===== config.mk =====
export PLATFORM = sky130hd
export DESIGN_NAME = battle_round_ctrl
export DESIGN_NICKNAME = d
export VERILOG_FILES = /design/src/rtl/battle_round_ctrl.sv
export SDC_FILE = /design/constraint.sdc
export NUM_CORES = 1
export LEC_CHECK = 0
export BUFFER_PORTS_ARGS = -buffer_cell sky130_fd_sc_hd__buf_2
export CORE_UTILIZATION = 64
export CTS_BUF_LIST = sky130_fd_sc_hd__clkbuf_2
export DETAILED_ROUTE_END_ITERATION = 8
export PLACE_DENSITY = 0.89
export SETUP_SLACK_MARGIN = 0.2
export SYNTH_ARGS = -nofsm -noshare
export SYNTH_HDL_FRONTEND = slang
export SYNTH_SLANG_ARGS = --single-unit

===== constraint.sdc =====
create_clock -name CLK -period 6.8 [get_ports CLK]
set_clock_uncertainty 0.05 [all_clocks]
set_input_delay 0 -clock CLK [delete_from_list [all_inputs] [get_ports CLK]]
set_output_delay 0 -clock CLK [all_outputs]
set_load 0.02 [all_outputs]

===== src/rtl/battle_round_ctrl.sv =====
// Round sequencer for the factorization battle: question request, answer window, damage, game over.
// Optional build macro DRAW_DAMAGE_EN: a draw damages both players.
module battle_round_ctrl #(
  parameter int HP_INIT    = 5,
  parameter int HPW        = 4,
  parameter int DMG        = 1,
  parameter int TIME_LIMIT = 1000,
  parameter int GAP_CYC    = 16,
  parameter int TW         = 16
) (
  input  logic           CLK,
  input  logic           RST,
  input  logic           START,
  input  logic           Q_ACK,
  input  logic [1:0]     WL_IN,
  output logic           Q_REQ,
  output logic           JUDGE_EN,
  output logic [HPW-1:0] MY_HP,
  output logic [HPW-1:0] EN_HP,
  output logic [7:0]     ROUND,
  output logic [1:0]     ROUND_RES,
  output logic           GAME_OVER,
  output logic [1:0]     WINNER,
  output logic [2:0]     STATE
);

  typedef enum logic [2:0] {
    S_IDLE    = 3'd0,
    S_REQ     = 3'd1,
    S_WAIT_Q  = 3'd2,
    S_ANSWER  = 3'd3,
    S_RESOLVE = 3'd4,
    S_GAP     = 3'd5,
    S_OVER    = 3'd6
  } state_e;

  localparam logic [HPW-1:0] HP_RST = HPW'(HP_INIT);
  localparam logic [HPW-1:0] DMG_V  = HPW'(DMG);
  localparam logic [TW-1:0]  T_LAST = TW'(TIME_LIMIT - 1);
  localparam logic [TW-1:0]  G_LAST = (GAP_CYC == 0) ? '0 : TW'(GAP_CYC - 1);
`ifdef DRAW_DAMAGE_EN
  localparam bit DRAW_DMG = 1'b1;
`else
  localparam bit DRAW_DMG = 1'b0;
`endif

  state_e         state_q, state_d;
  logic [HPW-1:0] my_hp_q, my_hp_d, en_hp_q, en_hp_d;
  logic [HPW-1:0] my_post, en_post;
  logic [7:0]     round_q, round_d;
  logic [1:0]     res_q, res_d;
  logic [1:0]     winner_q, winner_d;
  logic [TW-1:0]  timer_q, timer_d;

  function automatic logic [HPW-1:0] sat_sub(input logic [HPW-1:0] hp);
    return (hp > DMG_V) ? (hp - DMG_V) : '0;
  endfunction

  // Handshake: Q_REQ is a one-cycle request pulse; Q_ACK is level-sampled only in
  // WAIT_Q and may arrive any number of cycles later. WL_IN is sampled only while
  // JUDGE_EN is high; a nonzero code on any such cycle closes the window.
  always_comb begin
    state_d  = state_q;
    my_hp_d  = my_hp_q;
    en_hp_d  = en_hp_q;
    round_d  = round_q;
    res_d    = res_q;
    winner_d = winner_q;
    timer_d  = timer_q;

    // Post-damage HP, evaluated from the latched round result.
    my_post = my_hp_q;
    en_post = en_hp_q;
    if (res_q == 2'b01 || (DRAW_DMG && res_q == 2'b11)) en_post = sat_sub(en_hp_q);
    if (res_q == 2'b10 || (DRAW_DMG && res_q == 2'b11)) my_post = sat_sub(my_hp_q);

    case (state_q)
      S_IDLE, S_OVER: begin
        if (START) begin
          my_hp_d  = HP_RST;
          en_hp_d  = HP_RST;
          round_d  = '0;
          res_d    = 2'b00;
          winner_d = 2'b00;
          state_d  = S_REQ;
        end
      end
      S_REQ: state_d = S_WAIT_Q;
      S_WAIT_Q: begin
        if (Q_ACK) begin
          timer_d = '0;
          state_d = S_ANSWER;
        end
      end
      S_ANSWER: begin
        timer_d = timer_q + TW'(1);
        // An answer on the final window cycle takes priority over the timeout.
        if (WL_IN != 2'b00) begin
          res_d   = WL_IN;
          state_d = S_RESOLVE;
        end else if (timer_q >= T_LAST) begin
          res_d   = 2'b00;
          state_d = S_RESOLVE;
        end
      end
      S_RESOLVE: begin
        my_hp_d = my_post;
        en_hp_d = en_post;
        round_d = (round_q == 8'hFF) ? round_q : round_q + 8'd1;
        if (my_post == '0 && en_post == '0) begin
          winner_d = 2'b11;
          state_d  = S_OVER;
        end else if (en_post == '0) begin
          winner_d = 2'b01;
          state_d  = S_OVER;
        end else if (my_post == '0) begin
          winner_d = 2'b10;
          state_d  = S_OVER;
        end else begin
          timer_d = '0;
          state_d = S_GAP;
        end
      end
      S_GAP: begin
        if (timer_q >= G_LAST) state_d = S_REQ;
        else timer_d = timer_q + TW'(1);
      end
      default: state_d = S_IDLE;
    endcase
  end

  always_ff @(posedge CLK) begin
    if (RST) begin
      state_q  <= S_IDLE;
      my_hp_q  <= HP_RST;
      en_hp_q  <= HP_RST;
      round_q  <= '0;
      res_q    <= 2'b00;
      winner_q <= 2'b00;
      timer_q  <= '0;
    end else begin
      state_q  <= state_d;
      my_hp_q  <= my_hp_d;
      en_hp_q  <= en_hp_d;
      round_q  <= round_d;
      res_q    <= res_d;
      winner_q <= winner_d;
      timer_q  <= timer_d;
    end
  end

  assign Q_REQ     = (state_q == S_REQ);
  assign JUDGE_EN  = (state_q == S_ANSWER);
  assign GAME_OVER = (state_q == S_OVER);
  assign MY_HP     = my_hp_q;
  assign EN_HP     = en_hp_q;
  assign ROUND     = round_q;
  assign ROUND_RES = res_q;
  assign WINNER    = winner_q;
  assign STATE     = state_q;

endmodule


==> summary.md, run 1 <==
| Metric | Value |
|---|---|
| Status | finished clean |
| Final setup fails | 0 |
| Hold Startpoint | START |
| Total GRT Usage | 0.289 |
| Vias in the first global route | 1,810 |
| Synth Instances | 271 |
| Top FF cell, synth | dfxtp_1 |
| Setup slack, reg-to-reg | 4.00 ns |
| Register bit total from synthesis | 39 |
| Sequential area share after synthesis | 0.352 |
| Clock period minus worst slack | 2.80 ns |
| Num rows | 21 |
| Design Power | 444 µW |
| Longest Clk Path Bufs | 2 |
| Worst Hold Endpoint | STATE[0] |
| Slew headroom | 0.380 |
| I/O Buffers | 31 |
| Clock insertion delay at the later pin of the skew report | 0.41 ns |
| Fin. Hold Viols | 0 |
| Tcrit/Tclk final | 0.412 |
| Reg2reg end | timer_q[8] |
| Area Overhead vs Synth | 9.01% |
| DRC errors left | 0 |
| Core Area | 3340 µm² |
| CTS root buf | clkbuf_2 |
| CTS Buf Count | 5 |
| Synth Area per Inst | ~8.2 µm² |
| Syn Nets | 283 |
| Clk slew on worst S/H paths | ~0.2 ns |
| CP Max Fanout | 14 |
| Starting density of the core | 0.666 |
| Async set or reset register ratio after synthesis | 0 |
| Via/cell ratio | ~6.2 |
| HP Class | in2reg |
| Share of the synthesized area in the top cell type | 0.352 |
| R2r startpoint | timer_q[0] |
| Worst-path cell chain | ha_1, and3_1, or4_4, nor4_4, or2_1, or4b_1, a31oi_1 |
| CP Capture Type | register |
| Die area | between 3000 and 4000 µm² |
| CTS tree | done |
| Max frequency | around 360 MHz |
| Share of layout cells above drive strength 1 | 0.168 |
| Slowest cell on the critical path | or4b_1 |
| Static Leak | ~0.0009 µW |
| CP max stage delay | about 0.47 ns |
| Hpwl dp | 3520 µm |
| Initial antenna violation count | 0 |
| Slew @ Worst Pin | around 0.93 ns |
| Post-Place Worst Slack | 4.06 ns |
| DR WL/cell | about 15 µm |
| Worst ir drop on vdd | 0.000112 V |
| Yosys warns | 0 |
| Largest net degree at the start of global routing | 36 |
| I/O pins | 32 |
| RSZ-0062 raised after global routing | no |
| Ant diodes | 0 |
| CP startpoint kind | register |
| Die width | 60.9 µm |
| Mapped Area | 2220 µm² |
| Netlist cell types | 53 |
| NumNets Final | ~310 |
| Yosys top cell by area | dfxtp_1 |
| First-pass GRT wire length | between 7000 and 8000 µm |
| DR vias | 2,119 |
| Largest cells by area after synthesis | dfxtp_1, nor2_1, a21oi_1 |
| Post-synth EDFFs | 0 |
| Slew Limit Fails | 0 |
| Htree depth | 2 |
| Kind of critical path | reg2reg |
| Die Ht | a little over 60 µm |
| Critical Path RT | 7.09 ns |
| Num Clock Sinks | 39 |
| Final WS setup | 4.00 ns |
| DRT iter0 DRCs | approximately 180 |
| Post-cts sizing count | 0 |
| Routed Antenna Nets | 0 |
| Routed Wire Length | 5040 µm |
| Setup_tns | 0 ns |
| DRT Pass-1 Iters | 5 |
| Worst EP arrival | 3.09 ns |
| Reg2Reg Depth | 7 |
| RePlAce Congestion | between 0.8 and 0.9 |
| Pwr dens | 183 nW/µm² |
| # Max-Cap Violations | 0 |
| Remaining global-route overflow | 0 |
| Hold Path Stages | 4 |
==> Yosys cell counts, drive strengths merged, types with 2 or more instances <==
| library cell | instances |
|---|---|
| nor4 | 6 |
| a22o | 2 |
| nand2b | 8 |
| a22oi | 2 |
| or4 | 2 |
| a221oi | 2 |
| nor2b | 3 |
| xor2 | 7 |
| nand4 | 7 |
| a41oi | 6 |
| o31ai | 4 |
| o21ai | 11 |
| a31o | 3 |
| or2 | 4 |
| buf | 5 |
| a211oi | 4 |
| clkbuf | 10 |
| mux2i | 2 |
| a211o | 4 |
| dfxtp | 39 |
| nor2 | 34 |
| inv | 8 |
| and3 | 8 |
| nand2 | 17 |
| nor3 | 3 |
| o21a | 4 |
| a221o | 2 |
| ha | 6 |
| a21oi | 21 |
| a31oi | 4 |
| nand3 | 9 |
| a311oi | 11 |
==> flip-flops by register name, indices dropped and copies added, names as in the netlist <==
register	cells
timer_q	16
MY_HP	4
ROUND	8
ROUND_RES	2
WINNER	2
STATE	3
EN_HP	4
==> power breakdown <==
part / switching, µW / internal [µW] / total [µW]
registers: 10.4 / 234 / 244
clock network: 75.8 / 28.0 / 104
logic: 64.0 / 32.3 / 96.4
total: 150 / 294 / 444
==> stage by stage <==
step,std cells,instance area (µm²),utilization,hold slack (ns)
after floorplan,271,2220,-,0.113
final,343,2420,0.726,0.0328
after global routing,343,2420,0.726,0.0220
after detailed placement,333,2360,0.708,0.235
after CTS,343,2420,0.726,0.0133
after global placement,333,2360,0.708,0.229
==> cell type report <==
cell class / count / area [µm²]
repair buffers: 33 / 175
fillers: 276 / 916
clock inverters: 1 / 5.00
inverters: 8 / 30.0
flip-flops and latches: 39 / 781
clock buffers: 7 / 35.0
multi-input cells: 209 / 1340
well taps: 46 / 57.6
==> layer usage <==
| layer | track usage | wire length (µm) |
|---|---|---|
| met1 | 0.360 | 2250 |
| met5 | 0 | 0 |
| met2 | 0.469 | 2470 |
| met4 | 0.130 | 61 |
| met3 | 0.0746 | 255 |
==> cells by family after synthesis <==
family                     share of synthesized area
and+or+nand+nor                                0.251
AOI/OAI and AO/OA                              0.281
DFF                                            0.352
buffers and inverters                         0.0462
xor gates and xnor gates                      0.0276
adders and majority gates                     0.0338
muxes                                        0.00901
==> worst max-delay path, delay by kind of cell, from the launching register on <==
family                     cells  cell delay [ns]
and+or+nand+nor                5             1.94
adders and majority gates      1             0.24
DFF                            1             0.38
AOI/OAI and AO/OA              1             0.13
==> worst max-delay path by stage <==
stage,start,end,slack (ns),cells after the start
after floorplan,timer_q[0],timer_q[8],4.38,9
after global placement,timer_q[0],timer_q[8],4.15,7
after detailed placement,timer_q[0],timer_q[8],4.06,7
after CTS,timer_q[0],timer_q[8],4.03,7
after global routing,timer_q[0],timer_q[8],3.86,7
final,timer_q[0],timer_q[8],4.00,7
==> timing repair <==
| action | CTS | global route |
|---|---|---|
| hold buffers | 2 | 0 |
| buffers inserted | 0 | 0 |
| endpoints found under the hold margin | 2 | 0 |
==> cells in the final DEF (no fill, tap or decap), drive strengths merged, types with 2 or more instances in the layout <==
master,instances
nand2,17
and3,8
dfxtp,39
o31ai,4
a41oi,6
a211o,4
nor3,3
a211oi,4
a21oi,21
buf,31
nand4,7
nand3,9
a31o,3
a31oi,4
mux2i,2
a22o,2
nor2,34
dlygate4sd3,2
or4,2
nor2b,3
xor2,7
ha,6
nand2b,8
a22oi,2
inv,8
nor4,6
or2,4
o21a,4
clkbuf,7
a311oi,11
o21ai,11
a221oi,2
a221o,2
Note: power is estimated with default switching activity, not from simulation.
==> run 2, diff against run 1 <==
Settings changed: CORE_UTILIZATION 64 to 59, PLACE_DENSITY 0.89 to 0.83.
Clock period 6.8 ns to 2.8 ns, I/O delays scaled along.
==> run 2 against run 1 <==
First-iteration DRC count rose by 59%. Clock power is 140% higher. Via count grew 4.0%. Clock-buffer cell count fell by 2. Cell area rose by 3.8%. Utilization is 0.079 points lower. Critical path type unchanged.
==> summary.md, run 2 (synthesis gave the netlist of run 1 again) <==
| Metric | Value |
|---|---|
| Commonest non-fill, non-tap cell in the layout | dfxtp_1 (unchanged) |
| Static Leak | 0.000960 µW (was 0.000916 µW) |
| Slowest cell on the critical path | or4_4 (was or4b_1) |
| Met3 Routed Length | 247 µm (was 255 µm) |
| First-pass GRT wire length | 8470 µm (was 7900 µm) |
| Slew @ Worst Pin | 0.738 ns (was 0.926 ns) |
| DRC errors left | 0 (unchanged) |
| Largest net degree at the start of global routing | 36 (unchanged) |
| Routed Antenna Nets | 0 (unchanged) |
| Ant diodes | 0 (unchanged) |
| DR WL/cell | 14.8 µm (was 14.7 µm) |
| Fin. Hold Viols | 0 (unchanged) |
| Initial antenna violation count | 0 (unchanged) |
| Share of layout cells above drive strength 1 | 0.206 (was 0.168) |
| I/O pins | 32 (unchanged) |
| CTS tree | done (unchanged) |
| Setup_tns | 0 ns (unchanged) |
| Kind of critical path | reg2reg (unchanged) |
| Clock period minus worst slack | 2.47 ns (was 2.80 ns) |
| Worst EP arrival | 2.75 ns (was 3.09 ns) |
| Vias in the first global route | 1,920 (was 1,810) |
| Critical Path RT | 3.08 ns (was 7.09 ns) |
| Num Clock Sinks | 39 (unchanged) |
| Routed Wire Length | 5220 µm (was 5040 µm) |
| Area Overhead vs Synth | 13.2% (was 9.01%) |
| WL met2 | 2510 µm (was 2470 µm) |
| Commonest non-fill, non-tap cells in the layout | dfxtp_1, nor2_1, buf_2 (unchanged) |
| DR vias | 2,203 (was 2,119) |
| Via/cell ratio | 6.26 (was 6.18) |
| Post-Place Cells | 339 (was 333) |
| Status | finished clean (unchanged) |
| Finished Layout Cells | 352 (was 343) |
| Slew headroom | 0.495 (was 0.380) |
| Die area | 4010 µm² (was 3710 µm²) |
| Longest Clk Path Bufs | 2 (unchanged) |
| HP Class | in2reg (unchanged) |
| Slew Limit Fails | 0 (unchanged) |
| Pwr dens | 440 nW/µm² (was 183 nW/µm²) |
| WHS | 0.0528 ns (was 0.0328 ns) |
| Max reg flops | 16 (unchanged) |
| RePlAce Congestion | 0.901 (was 0.856) |
| Hpwl dp | 3480 µm (was 3520 µm) |
| Tcrit/Tclk final | 0.881 (was 0.412) |
| Worst ir drop on vdd | 0.000252 V (was 0.000112 V) |
| Design Power | 1110 µW (was 444 µW) |
| Final setup fails | 0 (unchanged) |
| CP Max Fanout | 8 (was 14) |
| Num rows | 21 (unchanged) |
| Htree depth | 2 (unchanged) |
| CP max stage delay | 0.44 ns (was 0.47 ns) |
| Clk slew on worst S/H paths | 0.19 ns (was 0.20 ns) |
| Remaining global-route overflow | 0 (unchanged) |
| Max frequency | 405 MHz (was 357 MHz) |
| Starting density of the core | 0.640 (was 0.666) |
| Critical path buffer and inverter count | 0 (unchanged) |
| NumNets Final | 317 (was 308) |
| DRT Pass-1 Iters | 4 (was 5) |
| Die Ht | 63.4 µm (was 60.9 µm) |
| RSZ-0062 raised after global routing | yes (was no) |
| # Max-Cap Violations | 0 (unchanged) |
| M1 WL | 2390 µm (was 2250 µm) |
| DRT iter0 DRCs | 282 (was 177) |
| Worst-path cell chain | ha_1, and3_2, or4_4, nor4_4, or2_4, or4b_1, a31oi_1 (was ha_1, and3_1, or4_4, nor4_4, or2_1, or4b_1, a31oi_1) |
| Critical path's top delay family | simple AND/OR/NAND/NOR gates (unchanged) |
| Die width | 63.4 µm (was 60.9 µm) |
| CP startpoint kind | register (unchanged) |
| Core Area | 3470 µm² (was 3340 µm²) |
| CP Capture Type | register (unchanged) |
| Top Layer Used | met4 (unchanged) |
| CTS root buf | clkbuf_2 (unchanged) |
| I/O Buffers | 31 (unchanged) |
| CTS Buf Count | 5 (unchanged) |
| Clock insertion delay at the later pin of the skew report | 0.39 ns (was 0.41 ns) |
| Top reg by flops | timer_q (unchanged) |
| Total GRT Usage | 0.265 (was 0.289) |
| Final Util | 0.725 (was 0.726) |
## run 2: changes by cell type in the layout (fill, tap and decap cells not counted), sizes merged
cell and delta:
buf +7, clkbuf -2, clkinv +2, dlygate4sd3 +2
## run 2: timing repair
item	4_1_cts	5_1_grt
endpoints found under the setup margin	0	16
hold buffers	4	0
buffers inserted	0	1
resized for setup	0	7
endpoints found under the hold margin	3	0
## run 2: area by class of cell
cell class	instances	area (µm²)
clock buffers	5	25.0
clock inverters	3	15.0
inverters	8	30.0
fillers	303	955
well taps	46	57.6
flip-flops and latches	39	785
repair buffers	42	248
multi-input cells	209	1350
## run 2: worst paths after layout
path | start | endpoint | slack, ns | cells past startpoint
hold / removal | Q_ACK | timer_q[8] | 0.05 | 5
setup reg to reg | timer_q[0] | timer_q[8] | 0.33 | 7
setup / recovery | timer_q[0] | timer_q[8] | 0.33 | 7
hold reg to reg | timer_q[1] | timer_q[1] | 0.46 | 2
## run 2: worst register-to-register path: stages (launching register included)
cell     delay [ns]
dfxtp_1        0.37
ha_1           0.24
and3_2         0.28
or4_4          0.44
nor4_4         0.30
or2_4          0.18
or4b_1         0.42
a31oi_1        0.13
## run 2: power breakdown
part	switching (µW)	total, µW	internal, µW	leakage, µW
Clock	189	246	57.4	0.0000325
Sequential	15.5	584	568	0.000314
Combinational	175	276	102	0.000613
## run 2: metal layers
layer / track usage / up-vias
met1: 0.335 / 1051
met2: 0.436 / 60
met5: 0 / -
met4: 0.0938 / 0
met3: 0.0634 / 8
li1: - / 1084
## run 2: metrics by stage
stage / cell area, µm² / setup slack, ns
floorplan: 2220 / 0.376
global placement: 2410 / 0.317
detailed placement: 2410 / 0.232
CTS: 2490 / 0.218
global route: 2510 / 0.194
finish: 2510 / 0.332
